$ cat src/rtl/regfile_pkg.sv
// Shared defaults and the holding-buffer entry type for the register-file writeback arbiter.
package regfile_pkg;

  localparam int unsigned DefXlen = 32;
  localparam int unsigned DefAw   = 5;
  localparam int unsigned DefNreq = 3;

  typedef struct packed {
    logic                valid;
    logic [DefAw-1:0]    addr;
    logic [DefXlen-1:0]  data;
  } wb_entry_t;

endpackage

$ cat src/rtl/rr_arbiter.sv
// Combinational round-robin arbiter: the first set request at or after ptr_i wins.
module rr_arbiter #(
  parameter int unsigned N    = 3,
  parameter int unsigned IdxW = (N > 1) ? $clog2(N) : 1
) (
  input  logic [N-1:0]    req_i,
  input  logic [IdxW-1:0] ptr_i,
  output logic [N-1:0]    gnt_o,
  output logic [IdxW-1:0] idx_o,
  output logic            any_o
);

  int unsigned j;

  always_comb begin
    gnt_o = '0;
    idx_o = '0;
    any_o = 1'b0;
    j     = 0;
    for (int unsigned k = 0; k < N; k++) begin
      j = (32'(ptr_i) + k) % N;
      if (!any_o && req_i[j]) begin
        any_o    = 1'b1;
        gnt_o[j] = 1'b1;
        idx_o    = IdxW'(j);
      end
    end
  end

endmodule

$ cat src/rtl/regfile_wb_arbiter.sv
// Merges NREQ single-entry writeback buffers onto one registered register-file write port.
module regfile_wb_arbiter
  import regfile_pkg::*;
#(
  parameter int unsigned NREQ = DefNreq,
  parameter int unsigned XLEN = DefXlen,
  parameter int unsigned AW   = DefAw
) (
  input  logic                       clk,
  input  logic                       rst,
  input  logic [NREQ-1:0]            req_valid,
  output logic [NREQ-1:0]            req_ready,
  input  logic [NREQ-1:0][AW-1:0]    req_addr,
  input  logic [NREQ-1:0][XLEN-1:0]  req_data,
  output logic                       reg_wr,
  output logic [AW-1:0]              waddr,
  output logic [XLEN-1:0]            wdata,
  output logic [2**AW-1:0]           pending
);

  localparam int unsigned IdxW = (NREQ > 1) ? $clog2(NREQ) : 1;

  wb_entry_t       buf_q [NREQ];
  wb_entry_t       buf_d [NREQ];
  wb_entry_t       gnt_entry;
  logic [NREQ-1:0] full;
  logic [NREQ-1:0] gnt;
  logic [IdxW-1:0] gnt_idx;
  logic            gnt_any;
  logic [IdxW-1:0] rr_q, rr_d;
  logic            reg_wr_q;
  logic [AW-1:0]   waddr_q;
  logic [XLEN-1:0] wdata_q;

  always_comb begin
    for (int i = 0; i < NREQ; i++) full[i] = buf_q[i].valid;
  end

  rr_arbiter #(
    .N    (NREQ),
    .IdxW (IdxW)
  ) u_rr (
    .req_i (full),
    .ptr_i (rr_q),
    .gnt_o (gnt),
    .idx_o (gnt_idx),
    .any_o (gnt_any)
  );

  // A granted buffer drains this cycle, so it can take a new entry without a bubble.
  assign req_ready = ~full | gnt;

  always_comb begin
    gnt_entry = '0;
    for (int i = 0; i < NREQ; i++) begin
      buf_d[i] = buf_q[i];
      if (gnt[i]) begin
        gnt_entry = buf_q[i];
        buf_d[i]  = '0;
      end
      // Writes to x0 complete the handshake but are dropped.
      if (req_valid[i] && req_ready[i] && (req_addr[i] != '0)) begin
        buf_d[i] = '{valid: 1'b1, addr: req_addr[i], data: req_data[i]};
      end
    end
  end

  always_comb begin
    rr_d = rr_q;
    if (gnt_any) rr_d = (gnt_idx == IdxW'(NREQ - 1)) ? '0 : gnt_idx + 1'b1;
  end

  always_ff @(posedge clk or posedge rst) begin
    if (rst) begin
      for (int i = 0; i < NREQ; i++) buf_q[i] <= '0;
      rr_q     <= '0;
      reg_wr_q <= 1'b0;
      waddr_q  <= '0;
      wdata_q  <= '0;
    end else begin
      for (int i = 0; i < NREQ; i++) buf_q[i] <= buf_d[i];
      rr_q     <= rr_d;
      reg_wr_q <= gnt_any;
      if (gnt_any) begin
        waddr_q <= gnt_entry.addr;
        wdata_q <= gnt_entry.data;
      end
    end
  end

  // The buffers are the only record of accepted-but-unissued writes.
  always_comb begin
    pending = '0;
    for (int i = 0; i < NREQ; i++) begin
      if (buf_q[i].valid) pending[buf_q[i].addr] = 1'b1;
    end
    pending[0] = 1'b0;
  end

  assign reg_wr = reg_wr_q;
  assign waddr  = waddr_q;
  assign wdata  = wdata_q;

endmodule

$ cat config.mk
export PLATFORM = sky130hd
export DESIGN_NAME = regfile_wb_arbiter
export DESIGN_NICKNAME = d
export VERILOG_FILES = /design/src/rtl/regfile_pkg.sv /design/src/rtl/rr_arbiter.sv /design/src/rtl/regfile_wb_arbiter.sv
export SDC_FILE = /design/constraint.sdc
export NUM_CORES = 1
export LEC_CHECK = 0
export ABC_CLOCK_PERIOD_IN_PS = 5600
export BUFFER_PORTS_ARGS = -buffer_cell sky130_fd_sc_hd__buf_2
export CORE_ASPECT_RATIO = 0.7
export CORE_UTILIZATION = 40
export CTS_CLUSTER_SIZE = 30
export DETAILED_ROUTE_END_ITERATION = 8
export GPL_TIMING_DRIVEN = 0
export PLACE_DENSITY = 0.67
export RECOVER_POWER = 50
export SLEW_MARGIN = 20
export SYNTH_ARGS = -nofsm -noshare
export SYNTH_HDL_FRONTEND = slang
export SYNTH_SLANG_ARGS = --single-unit
$ cat constraint.sdc
create_clock -name clk -period 5.6 [get_ports clk]
set_clock_uncertainty 0.2 [all_clocks]
set_input_delay 0 -clock clk [delete_from_list [all_inputs] [get_ports clk]]
set_output_delay 0 -clock clk [all_outputs]
set_load 0.005 [all_outputs]
[Word level (Yosys, flattened, before mapping)]
Index checks and enable logic that the tools add are counted.
W data, S select, Z words.
Word-level totals
  logic and storage cells: 100
  flip-flop bits (word level): 154
  output and inout port bits: 73
Cells by class
  order comparisons: 12
  add/subtract/negate cells: 3
  mux-type cells: 40
  reduce and logical (&&, ||, !) cells: 22
  bitwise logic cells: 6
  eq/ne operators: 1
  divide/modulo/power cells: 3
Operators by type and width (number)
  $mux W38: 6
  $mux W37: 3
  $ge A32 B1 Y1 const B: 3
  $lt A32 B3 Y1 const B: 3
  $mux W32: 3
  $mod A32 B2 Y32 const B: 2
  $or A32 B32 Y32: 2
  $mod A2 B2 Y32 const B: 1
  $lt A5 B6 Y1 const B: 3
  $demux W1 S5: 3
  $ge A5 B1 Y1 const B: 3
  $reduce_bool A5 Y1: 3
  $logic_and A1 B1 Y1: 14
  $mux W1: 12
  $mux W3: 3
  $or A3 B3 Y3: 3
  $mux W2: 4
  $bmux W1 S2: 3
  $demux W1 S2: 3
  $reduce_bool A2 Y1: 3
  $add A2 B1 Y3 const B: 1
  $add A2 B2 Y3 const B: 1
  $not A3 Y3: 1
  $add A2 B1 Y2 const B: 1
  2 further kinds: 3

[Depth between registers and ports, before layout]
Gate-level depths: netlist of run 1.
  depth after elaboration: 14
  depth in mapped cells: 11
  gate-level depth less buffers: 8

[By module]
From an unflattened synthesis of run 1, not the netlist that was laid out.
Unflattened totals
  cells, all modules: 780
  area total of the unflattened synthesis: 8234.1 µm²
Modules (own cells, without submodules)
  regfile_wb_arbiter: times used 1, area each 7852.5 µm², cells each 728
  rr_arbiter: times used 1, area each 381.6 µm², cells each 52

[Worst setup path before layout of run 1]
OpenSTA, ideal clock, no wires.
  path type: register -> register
  from: register rr_q[0]
  to: register wdata_q[0] (netlist: wdata[0])
  period minus slack after synthesis: 2494 ps
  path slack: 3106 ps
  arrival time: 2166 ps
  required time: 5272 ps
  buffers on the path: 3
  cell stages (with the launch flop): 12
  path through: dfrtp_1 inv_1 ha_1 clkbuf_1 inv_1 nor3_1 o21a_1 inv_1 buf_2 buf_1 o221ai_1 o22ai_1
RTL lines
  start: declaration: RTL line regfile_wb_arbiter.sv:30  | logic [IdxW-1:0] rr_q, rr_d;
  start signal: assignment: RTL line regfile_wb_arbiter.sv:82  | rr_q <= rr_d;
  branches (longest 9 deep; another with $mod A32 B2 Y32)
  $mux W1 (*): RTL line rr_arbiter.sv:22  | if (!any_o && req_i[j]) begin
  net gnt_any: RTL line regfile_wb_arbiter.sv:29  | logic gnt_any;
  end signal: assignment: RTL line regfile_wb_arbiter.sv:86  | wdata_q <= gnt_entry.data;
  end: declaration: RTL line regfile_wb_arbiter.sv:33  | logic [XLEN-1:0] wdata_q;
Mark *: on every way through the listed nets, which the timed path passes. The select of a mux whose other input is x is not followed.
A chain may end at the register's enable or synchronous reset.

[Final worst setup path of run 1]
  from: register rr_q[0]
  to: output req_ready[2]
Between the ends
  cells in the longest elaborated chain, start to end: 11
Ends and longest elaborated chain
  $add A2 B1 Y3 or $mod A2 B2 Y32 (tied branches): RTL line rr_arbiter.sv:21  | j = (32'(ptr_i) + k) % N;
  $mod A32 B2 Y32, or another cell as far along: RTL line rr_arbiter.sv:21
  $ge A32 B1 Y1 (implied by the code), or another cell as far along: RTL line rr_arbiter.sv:24  | gnt_o[j] = 1'b1;
  $logic_and A1 B1 Y1 (implied by the code), or another cell as far along: RTL line rr_arbiter.sv:24
  $mux W1 (implied by the code), or another cell as far along: RTL line rr_arbiter.sv:24
  $demux W1 S2, or another cell as far along
  $or A3 B3 Y3 (no line) or $mux W1 (tied branches)
  $mux W3 or $logic_not A1 Y1 (tied branches): RTL line rr_arbiter.sv:22
  $or A3 B3 Y3 (no line) or $logic_and A1 B1 Y1 (tied branches)
  $mux W3 (*): RTL line rr_arbiter.sv:22
  $or A3 B3 Y3 (*): RTL line regfile_wb_arbiter.sv:51  | assign req_ready = ~full | gnt;
  end: declaration: RTL line regfile_wb_arbiter.sv:12  | output logic [NREQ-1:0] req_ready,
Mark *: on every way between the ends. The rest lies on a longest branch, timed or not. The select of a mux whose other input is x is not followed.

==> results of run 1 <==
logic make-up (layout without fill, tap and decap cells):
group | count (synthesis) | after routing
compound gates | 320 | 320
buf+inv | 85 | 432
flops | 154 | 154
simple gates | 146 | 146
fa+ha+maj | 4 | 4
mux | 6 | 6
other cells | 1 | 2
per-stage QoR:
step / setup slack [ns] / std cells / power (mW) / util / hold slack, ns
after floorplan: 1.25 / 716 / 4.89 / - / -0.0674
after global routing: 1.98 / 1300 / 8.17 / 0.587 / 0.120
after global placement: -0.584 / 1139 / 6.17 / 0.484 / 0.0175
after detailed placement: 2.40 / 1140 / 6.22 / 0.486 / -0.165
after CTS: 2.21 / 1299 / 7.61 / 0.589 / 0.110
final: 2.16 / 1300 / 7.68 / 0.587 / 0.110
worst max-delay path by stage:
stage,from,to,slack (ns),cells after the start
2_1_floorplan,rst,buf_q[0]$_DFFE_PP0P_,1.25,1
3_3_place_gp,rst,buf_q[102]$_DFFE_PP0P_,-0.58,2
3_5_place_dp,rr_q[0]$_DFFE_PP0P_,buf_q[86]$_DFFE_PP0P_,2.40,9
4_1_cts,rr_q[0]$_DFFE_PP0P_,req_ready[2],2.21,9
5_1_grt,rr_q[0]$_DFFE_PP0P_,buf_q[32]$_DFFE_PP0P_,1.98,9
6_report,rr_q[0]$_DFFE_PP0P_,req_ready[2],2.16,9
critical path, delay by kind of cell, from the launching register on:
kind | cells | cell delay (ns)
adders and majority gates | 1 | 0.30
and+or+nand+nor | 2 | 0.31
AOI/OAI and AO/OA | 1 | 0.51
DFF | 1 | 0.40
buffers and inverters | 5 | 1.28
state kept, by name, indices dropped and copies added (netlist names):
signal  count
wdata      32
waddr       5
rr_q        2
reg_wr      1
buf_q     114
cells in the final DEF (no fill, tap or decap), types with 4 or more instances in the layout:
| cell type | instances |
|---|---|
| sky130_fd_sc_hd__a22oi_1 | 29 |
| sky130_fd_sc_hd__o21ai_0 | 8 |
| sky130_fd_sc_hd__and3b_1 | 10 |
| sky130_fd_sc_hd__nand2_1 | 73 |
| sky130_fd_sc_hd__clkinv_2 | 4 |
| sky130_fd_sc_hd__nor3b_1 | 14 |
| sky130_fd_sc_hd__ha_1 | 4 |
| sky130_fd_sc_hd__nor2_1 | 13 |
| sky130_fd_sc_hd__a311oi_1 | 38 |
| sky130_fd_sc_hd__inv_1 | 7 |
| sky130_fd_sc_hd__a22o_1 | 106 |
| sky130_fd_sc_hd__a21oi_1 | 4 |
| sky130_fd_sc_hd__buf_2 | 183 |
| sky130_fd_sc_hd__dfrtp_1 | 154 |
| sky130_fd_sc_hd__o22ai_1 | 74 |
| sky130_fd_sc_hd__clkbuf_16 | 17 |
| sky130_fd_sc_hd__nor2b_1 | 6 |
| sky130_fd_sc_hd__clkbuf_1 | 73 |
| sky130_fd_sc_hd__and3_1 | 7 |
| sky130_fd_sc_hd__dlygate4sd3_1 | 128 |
| sky130_fd_sc_hd__o221ai_1 | 37 |
| sky130_fd_sc_hd__nor3_1 | 6 |
| sky130_fd_sc_hd__buf_6 | 4 |
| sky130_fd_sc_hd__a32o_1 | 8 |
layout make-up:
cell class              instances  area [um^2]  share of cell area
inverters                       8         31.3             0.00290
flip-flops and latches        154         3850               0.358
diodes                          1         2.50            0.000232
well taps                     236          295              0.0274
clock inverters                11          143              0.0132
multi-input cells             477         3420               0.317
plain buffers                  77          352              0.0326
repair buffers                316         2210               0.205
clock buffers                  20          467              0.0433
layer usage:
metal / vias to the layer above / GRT usage / wire length [um]
met5: - / 0 / 0
met4: 0 / 0.0981 / 686
met3: 69 / 0.0646 / 2350
met2: 408 / 0.404 / 11500
met1: 3936 / 0.413 / 12800
li1: 3549 / - / -
what timing repair did:
item / in CTS / in global routing
hold buffers: 128 / 0
setup endpoints to repair: 0 / 0
hold endpoints to repair: 268 / 0
power breakdown:
group / leakage, nW / switching [mW] / internal [mW]
Clock: 0.298 / 0.475 / 0.732
Combinational: 2.68 / 2.62 / 1.82
Sequential: 1.96 / 0.377 / 1.65
synth_stat cells, types with 3 or more instances:
| cell type | count | area (um^2) |
|---|---|---|
| sky130_fd_sc_hd__nand2b_1 | 3 | 18.8 |
| sky130_fd_sc_hd__a22o_1 | 106 | 928 |
| sky130_fd_sc_hd__dfrtp_1 | 154 | 3850 |
| sky130_fd_sc_hd__mux2i_1 | 3 | 30.0 |
| sky130_fd_sc_hd__o22ai_1 | 74 | 463 |
| sky130_fd_sc_hd__buf_2 | 23 | 115 |
| sky130_fd_sc_hd__nor3_1 | 6 | 30.0 |
| sky130_fd_sc_hd__nor2b_1 | 6 | 37.5 |
| sky130_fd_sc_hd__clkbuf_1 | 47 | 176 |
| sky130_fd_sc_hd__a21oi_1 | 4 | 20.0 |
| sky130_fd_sc_hd__ha_1 | 4 | 50.1 |
| sky130_fd_sc_hd__a311oi_1 | 38 | 333 |
| sky130_fd_sc_hd__a32o_1 | 8 | 80.1 |
| sky130_fd_sc_hd__nand3_1 | 3 | 15.0 |
| sky130_fd_sc_hd__nor2_1 | 13 | 48.8 |
| sky130_fd_sc_hd__nand2_1 | 73 | 274 |
| sky130_fd_sc_hd__and3_1 | 7 | 43.8 |
| sky130_fd_sc_hd__inv_1 | 8 | 30.0 |
| sky130_fd_sc_hd__and3b_1 | 10 | 87.6 |
| sky130_fd_sc_hd__or4_1 | 3 | 22.5 |
| sky130_fd_sc_hd__o21ai_0 | 8 | 40.0 |
| sky130_fd_sc_hd__a22oi_1 | 29 | 218 |
| sky130_fd_sc_hd__nor3b_1 | 14 | 105 |
| sky130_fd_sc_hd__buf_6 | 4 | 45.0 |
| sky130_fd_sc_hd__o221ai_1 | 37 | 324 |
==> flow_metrics.env, run 1 <==
export IMPL_yosys_most_used_dff="sky130_fd_sc_hd__dfrtp_1"
export IMPL_status="complete, but fails checks"
export IMPL_post_synth_xor_area_fraction=0
export IMPL_ys_ff_latch=154
export IMPL_powerDensity_mw_per_mm2=712
export IMPL_drt_antenna_violating_nets=0
export IMPL_die_area_mm2=0.0197
export IMPL_std_cell_rows=41
export IMPL_gp_congestion=0.913
export IMPL_timing_slew_headroom=-0.567
export IMPL_clkSlewWorstSetupHoldPaths_ns=0.06
export IMPL_slew_viol_final=50
export IMPL_maximum_number_of_pins_on_one_net_before_global_route_repair=106
export IMPL_worst_hold_path_cells=3
export IMPL_synthesis_yosys_warnings=0
export IMPL_clock_sink_count=154
export IMPL_grt_use_total=0.282
export IMPL_path_cells="inv_1 > ha_1 > clkbuf_1 > nor3_1 > o31ai_2 > buf_2 > buf_2 > nand2_1 > buf_2"
export IMPL_number_of_primary_i_o_pins=189
export IMPL_ctsRootBufferMaster="sky130_fd_sc_hd__clkbuf_16"
export IMPL_port_buffers=187
export IMPL_final_hold_violation_count=0
export IMPL_worst_case_vdd_ir_drop_mv=0.404
export IMPL_setup_viol=0
export IMPL_critical_path_required_ns=5.40
export IMPL_regToRegSetupSlack_ns=2.22
export IMPL_cp_common_cell="sky130_fd_sc_hd__buf_2"
export IMPL_cts_resizes=0
export IMPL_max_freq_mhz=291
export IMPL_synth_nets=836
export IMPL_critical_path_endpoint_type="primary output"
export IMPL_die_y_um=118
export IMPL_grt_first_pass_wirelength_mm=43.1
export IMPL_dpl_hpwl_mm=18.4
export IMPL_synth_sequential_area_ratio=0.503
export IMPL_clockBufferDepth=2
export IMPL_drt_first_iter_violations=973
export IMPL_grt_overflow_total=0
export IMPL_crit_path_max_fanout=10
export IMPL_slowest_delay_ns=0.51
export IMPL_synth_fa_ha_area_frac=0.00654
export IMPL_detail_route_first_pass_iterations=5
export IMPL_netlist_cell_type_count=51
export IMPL_worst_r2r_path_depth=9
export IMPL_filler_cell_count=1595
export IMPL_synth_compound_gate_area_share=0.334
export IMPL_core_region_area_mm2=0.0184
export IMPL_count_of_vias_placed_by_the_detailed_router=7962
export IMPL_areaGrowthSynthToFinish_pct=40.7
export IMPL_syn_mean_instance_area_um2=10.7
export IMPL_min_delay_start="req_data[71]"
export IMPL_placed_cell_area_mm2=0.00892
export IMPL_design_area_mm2=0.0108
export IMPL_startpoint_type="register"
export IMPL_tritoncts_num_buffers=17
export IMPL_period_minus_slack_ns=3.44
export IMPL_holdPathEnd="buf_q[7]$_DFFE_PP0P_"
export IMPL_max_cap_violations=1
export IMPL_violations="capacitance limit, slew limit"
export IMPL_clock_latency_ns=0.44
export IMPL_die_w_um=167
export IMPL_critical_path_reg2reg_endpoint="buf_q[74]$_DFFE_PP0P_"
export IMPL_routed_via_density=6.12
export IMPL_initial_core_util=0.417
export IMPL_finalNetCount=1171
export IMPL_critical_path_class="register to primary output"
export IMPL_vias_in_the_first_global_route=7740
export IMPL_timing_worst_slew_pin_value_ns=2.34
export IMPL_worst_hold_path_type="input port to register"
export IMPL_synth_simple_area_share=0.0969
export IMPL_timing_critical_path_arrival_ns=3.24
export IMPL_synth_cell_area_mm2=0.00766
export IMPL_antenna_found_initial=1
export IMPL_setup_tns_final_ns=0
export IMPL_leakagePower_nw=4.94
export IMPL_routed_wirelength_mm=27.4
export IMPL_post_cts_repair_setup_buffers=0
export IMPL_post_route_period_util=0.614
export IMPL_ctsHtreeMaxLevel=4
export IMPL_drive_above_1_share=0.216
export IMPL_detail_route_wl_per_cell_um=21.0
export IMPL_synth_edff_count=0
export IMPL_synthesis_instances=716
export IMPL_muxShareOfSynthArea=0.00882
export IMPL_rsz_0062_raised_after_global_routing="no"
export IMPL_post_route_drc_count=0
export IMPL_tritoncts="yes"
export IMPL_regToRegStartpoint="rr_q[0]$_DFFE_PP0P_"
export IMPL_synth_top_family_by_area="compound AO/OA/AOI/OAI gates"
export IMPL_async_reset_ff_frac=1.00
export IMPL_critical_path_slowest_cell="sky130_fd_sc_hd__o31ai_2"
Note: power is estimated with default switching activity, not from simulation.
==> run 2: changes to the inputs <==
--- a/config.mk
+++ b/config.mk
@@ -5,14 +5,14 @@
 export SDC_FILE = /design/constraint.sdc
 export NUM_CORES = 1
 export LEC_CHECK = 0
-export ABC_CLOCK_PERIOD_IN_PS = 5600
+export ABC_CLOCK_PERIOD_IN_PS = 2800
 export BUFFER_PORTS_ARGS = -buffer_cell sky130_fd_sc_hd__buf_2
 export CORE_ASPECT_RATIO = 0.7
 export CORE_UTILIZATION = 40
 export CTS_CLUSTER_SIZE = 30
 export DETAILED_ROUTE_END_ITERATION = 8
 export GPL_TIMING_DRIVEN = 0
-export PLACE_DENSITY = 0.67
+export PLACE_DENSITY = 0.69
 export RECOVER_POWER = 50
 export SLEW_MARGIN = 20
 export SYNTH_ARGS = -nofsm -noshare
==> constraint.sdc (replaced) <==
create_clock -name clk -period 2.8 [get_ports clk]
set_clock_uncertainty 0.2 [all_clocks]
set_input_delay 0 -clock clk [delete_from_list [all_inputs] [get_ports clk]]
set_output_delay 0 -clock clk [all_outputs]
set_load 0.005 [all_outputs]
==> run 2 against run 1 <==
Against the previous run: hold slack better by 0.014 ns; via count up 1.6%; routed wire length up 3.5%; sequential power up 100%; critical path type unchanged; total power up 120%; the run now ends clean; sequential share of layout area down 1.3 points; register-to-register slack worse by 2.2 ns.
==> flow_metrics.env, run 2 (synthesis results as in run 1) <==
export IMPL_regToRegStartpoint="rr_q[1]$_DFFE_PP0P_"
export IMPL_drt_antenna_violating_nets=0
export IMPL_worst_case_vdd_ir_drop_mv=1.06
export IMPL_post_route_drc_count=0
export IMPL_dpl_hpwl_mm=18.3
export IMPL_maximum_number_of_pins_on_one_net_before_global_route_repair=34
export IMPL_cp_common_cell="sky130_fd_sc_hd__buf_4"
export IMPL_clockBufferDepth=2
export IMPL_grt_use_total=0.283
export IMPL_port_buffers=187
export IMPL_die_w_um=167
export IMPL_setup_viol=0
export IMPL_drive_above_1_share=0.297
export IMPL_largest_register_ffs=114
export IMPL_worst_path_top_cell_family_by_delay="buffers and inverters"
export IMPL_ctsRootBufferMaster="sky130_fd_sc_hd__clkbuf_16"
export IMPL_power_frac_clock=0.142
export IMPL_design_area_mm2=0.0112
export IMPL_ctsHtreeMaxLevel=4
export IMPL_critical_path_class="register to primary output"
export IMPL_max_freq_mhz=364
export IMPL_internal_power_mw=9.10
export IMPL_crit_path_max_fanout=10
export IMPL_count_of_vias_placed_by_the_detailed_router=8090
export IMPL_clock_latency_ns=0.43
export IMPL_registers_top_by_ff_count="buf_q"
export IMPL_timing_slew_headroom=0.450
export IMPL_number_of_primary_i_o_pins=189
export IMPL_worstPathBufferInverterCount=5
export IMPL_post_route_period_util=0.980
export IMPL_setup_tns_final_ns=0
export IMPL_clkSlewWorstSetupHoldPaths_ns=0.06
export IMPL_sequentialPowerShare=0.245
export IMPL_critical_path_slowest_cell="sky130_fd_sc_hd__dfrtp_1"
export IMPL_most_common_layout_cells="sky130_fd_sc_hd__buf_2, sky130_fd_sc_hd__dfrtp_1, sky130_fd_sc_hd__dlygate4sd3_1"
export IMPL_areaGrowthSynthToFinish_pct=45.9
export IMPL_status="completed"
export IMPL_critical_path_reg2reg_endpoint="wdata[22]$_DFFE_PP0P_"
export IMPL_slew_viol_final=0
export IMPL_clock_sink_count=154
export IMPL_worst_hold_path_type="input port to register"
export IMPL_tritoncts_num_buffers=17
export IMPL_slowest_delay_ns=0.39
export IMPL_drt_first_iter_violations=1037
export IMPL_detail_route_wl_per_cell_um=21.7
export IMPL_final_hold_violation_count=0
export IMPL_worst_r2r_path_depth=10
export IMPL_period_minus_slack_ns=2.74
export IMPL_initial_core_util=0.417
export IMPL_finalPower_mw=16.6
export IMPL_die_y_um=118
export IMPL_powerDensity_mw_per_mm2=1490
export IMPL_placed_cell_area_mm2=0.00899
export IMPL_p_switching_mw=7.50
export IMPL_critical_path_required_ns=2.60
export IMPL_finalNetCount=1177
export IMPL_leakagePower_nw=5.12
export IMPL_power_switching_fraction=0.452
export IMPL_min_delay_start="req_data[67]"
export IMPL_vias_in_the_first_global_route=7768
export IMPL_regToRegSetupSlack_ns=0.07
export IMPL_detail_route_first_pass_iterations=6
export IMPL_commonest_non_fill_non_tap_cell_in_the_layout="sky130_fd_sc_hd__buf_2"
export IMPL_path_cells="buf_4 > ha_4 > buf_4 > nand3b_1 > o21ai_1 > o31ai_2 > buf_4 > buf_8 > nand2_1 > buf_2"
export IMPL_die_area_mm2=0.0197
export IMPL_tritoncts="yes"
export IMPL_routed_via_density=6.19
export IMPL_timing_worst_slew_pin_value_ns=0.824
export IMPL_grt_overflow_total=0
export IMPL_holdPathEnd="buf_q[3]$_DFFE_PP0P_"
export IMPL_antenna_found_initial=0
export IMPL_critical_path_endpoint_type="primary output"
export IMPL_worst_hold_path_cells=3
export IMPL_power_share_combinational=0.614
export IMPL_grt_first_pass_wirelength_mm=43.2
export IMPL_gp_congestion=0.942
export IMPL_max_cap_violations=0
export IMPL_startpoint_type="register"
export IMPL_routed_wirelength_mm=28.3
export IMPL_timing_critical_path_arrival_ns=2.54
export IMPL_std_cell_rows=41
export IMPL_num_antenna_cells=0
export IMPL_core_region_area_mm2=0.0184
[run 2: metal layers]
| metal | global-route usage | vias up | part of all wire |
|---|---|---|---|
| li1 | - | 3565 | - |
| met1 | 0.410 | 4041 | 0.46 |
| met2 | 0.422 | 433 | 0.44 |
| met3 | 0.0662 | 51 | 0.083 |
| met4 | 0.0780 | 0 | 0.018 |
| met5 | 0 | - | 0 |
[run 2: worst max-delay path by stage]
stage	from	to	slack (ns)	cells after the start
3_3_place_gp	rr_q[0]$_DFFE_PP0P_	buf_q[72]$_DFFE_PP0P_	-0.45	8
4_1_cts	rr_q[0]$_DFFE_PP0P_	buf_q[8]$_DFFE_PP0P_	-0.09	9
5_1_grt	rr_q[1]$_DFFE_PP0P_	req_ready[2]	-0.04	10
3_5_place_dp	rr_q[0]$_DFFE_PP0P_	buf_q[7]$_DFFE_PP0P_	-0.46	9
6_report	rr_q[1]$_DFFE_PP0P_	req_ready[2]	0.06	10
2_1_floorplan	rr_q[0]$_DFFE_PP0P_	wdata[0]$_DFFE_PP0P_	0.31	11
[run 2: worst reg2reg max path: stages, from the launching register on]
cell and delay (ns):
sky130_fd_sc_hd__dfrtp_1 0.39, sky130_fd_sc_hd__inv_2 0.08, sky130_fd_sc_hd__ha_2 0.20, sky130_fd_sc_hd__buf_6 0.14, sky130_fd_sc_hd__mux2_4 0.33, sky130_fd_sc_hd__a22o_1 0.29, sky130_fd_sc_hd__a311oi_2 0.29, sky130_fd_sc_hd__o22a_1 0.19
sky130_fd_sc_hd__buf_4 0.22, sky130_fd_sc_hd__buf_6 0.19, sky130_fd_sc_hd__o22ai_1 0.09
[run 2: through the flow]
stage          std cells   util  hold slack (ns)  setup slack [ns]
3_5_place_dp        1144  0.490           -0.256            -0.464
6_report            1306  0.608            0.124            0.0555
2_1_floorplan        716      -          -0.0674             0.306
3_3_place_gp        1139  0.484           0.0181            -0.448
5_1_grt             1306  0.608            0.125           -0.0412
4_1_cts             1299  0.597            0.113           -0.0864
[run 2: power groups by stage]
stage / clock [mW] / combinational, mW / sequential [mW]
5_1_grt: 2.46 / 10.9 / 4.17
6_report: 2.35 / 10.2 / 4.06
3_5_place_dp: 0 / 8.53 / 4.00
2_1_floorplan: 0 / 5.96 / 3.83
3_3_place_gp: 0 / 8.36 / 3.99
4_1_cts: 2.36 / 9.41 / 4.00
[run 2: area by class of cell]
| class | count | area, um^2 |
|---|---|---|
| clock buffers | 21 | 440 |
| inverters | 8 | 35.0 |
| well taps | 236 | 295 |
| fillers | 1553 | 7190 |
| clock inverters | 11 | 145 |
| plain buffers | 76 | 472 |
| multi-input cells | 477 | 3690 |
| repair buffers | 323 | 2240 |
| flip-flops and latches | 154 | 3850 |
[run 2: timing repair]
| item | 4_1_cts | 5_1_grt |
|---|---|---|
| setup buffers | 8 | 6 |
| hold buffers | 116 | 0 |
| gates cloned | 0 | 1 |
| endpoints found under the hold margin | 235 | 0 |
| setup endpoints to repair | 143 | 144 |
| gates resized for setup | 58 | 81 |
| pin swaps | 5 | 5 |
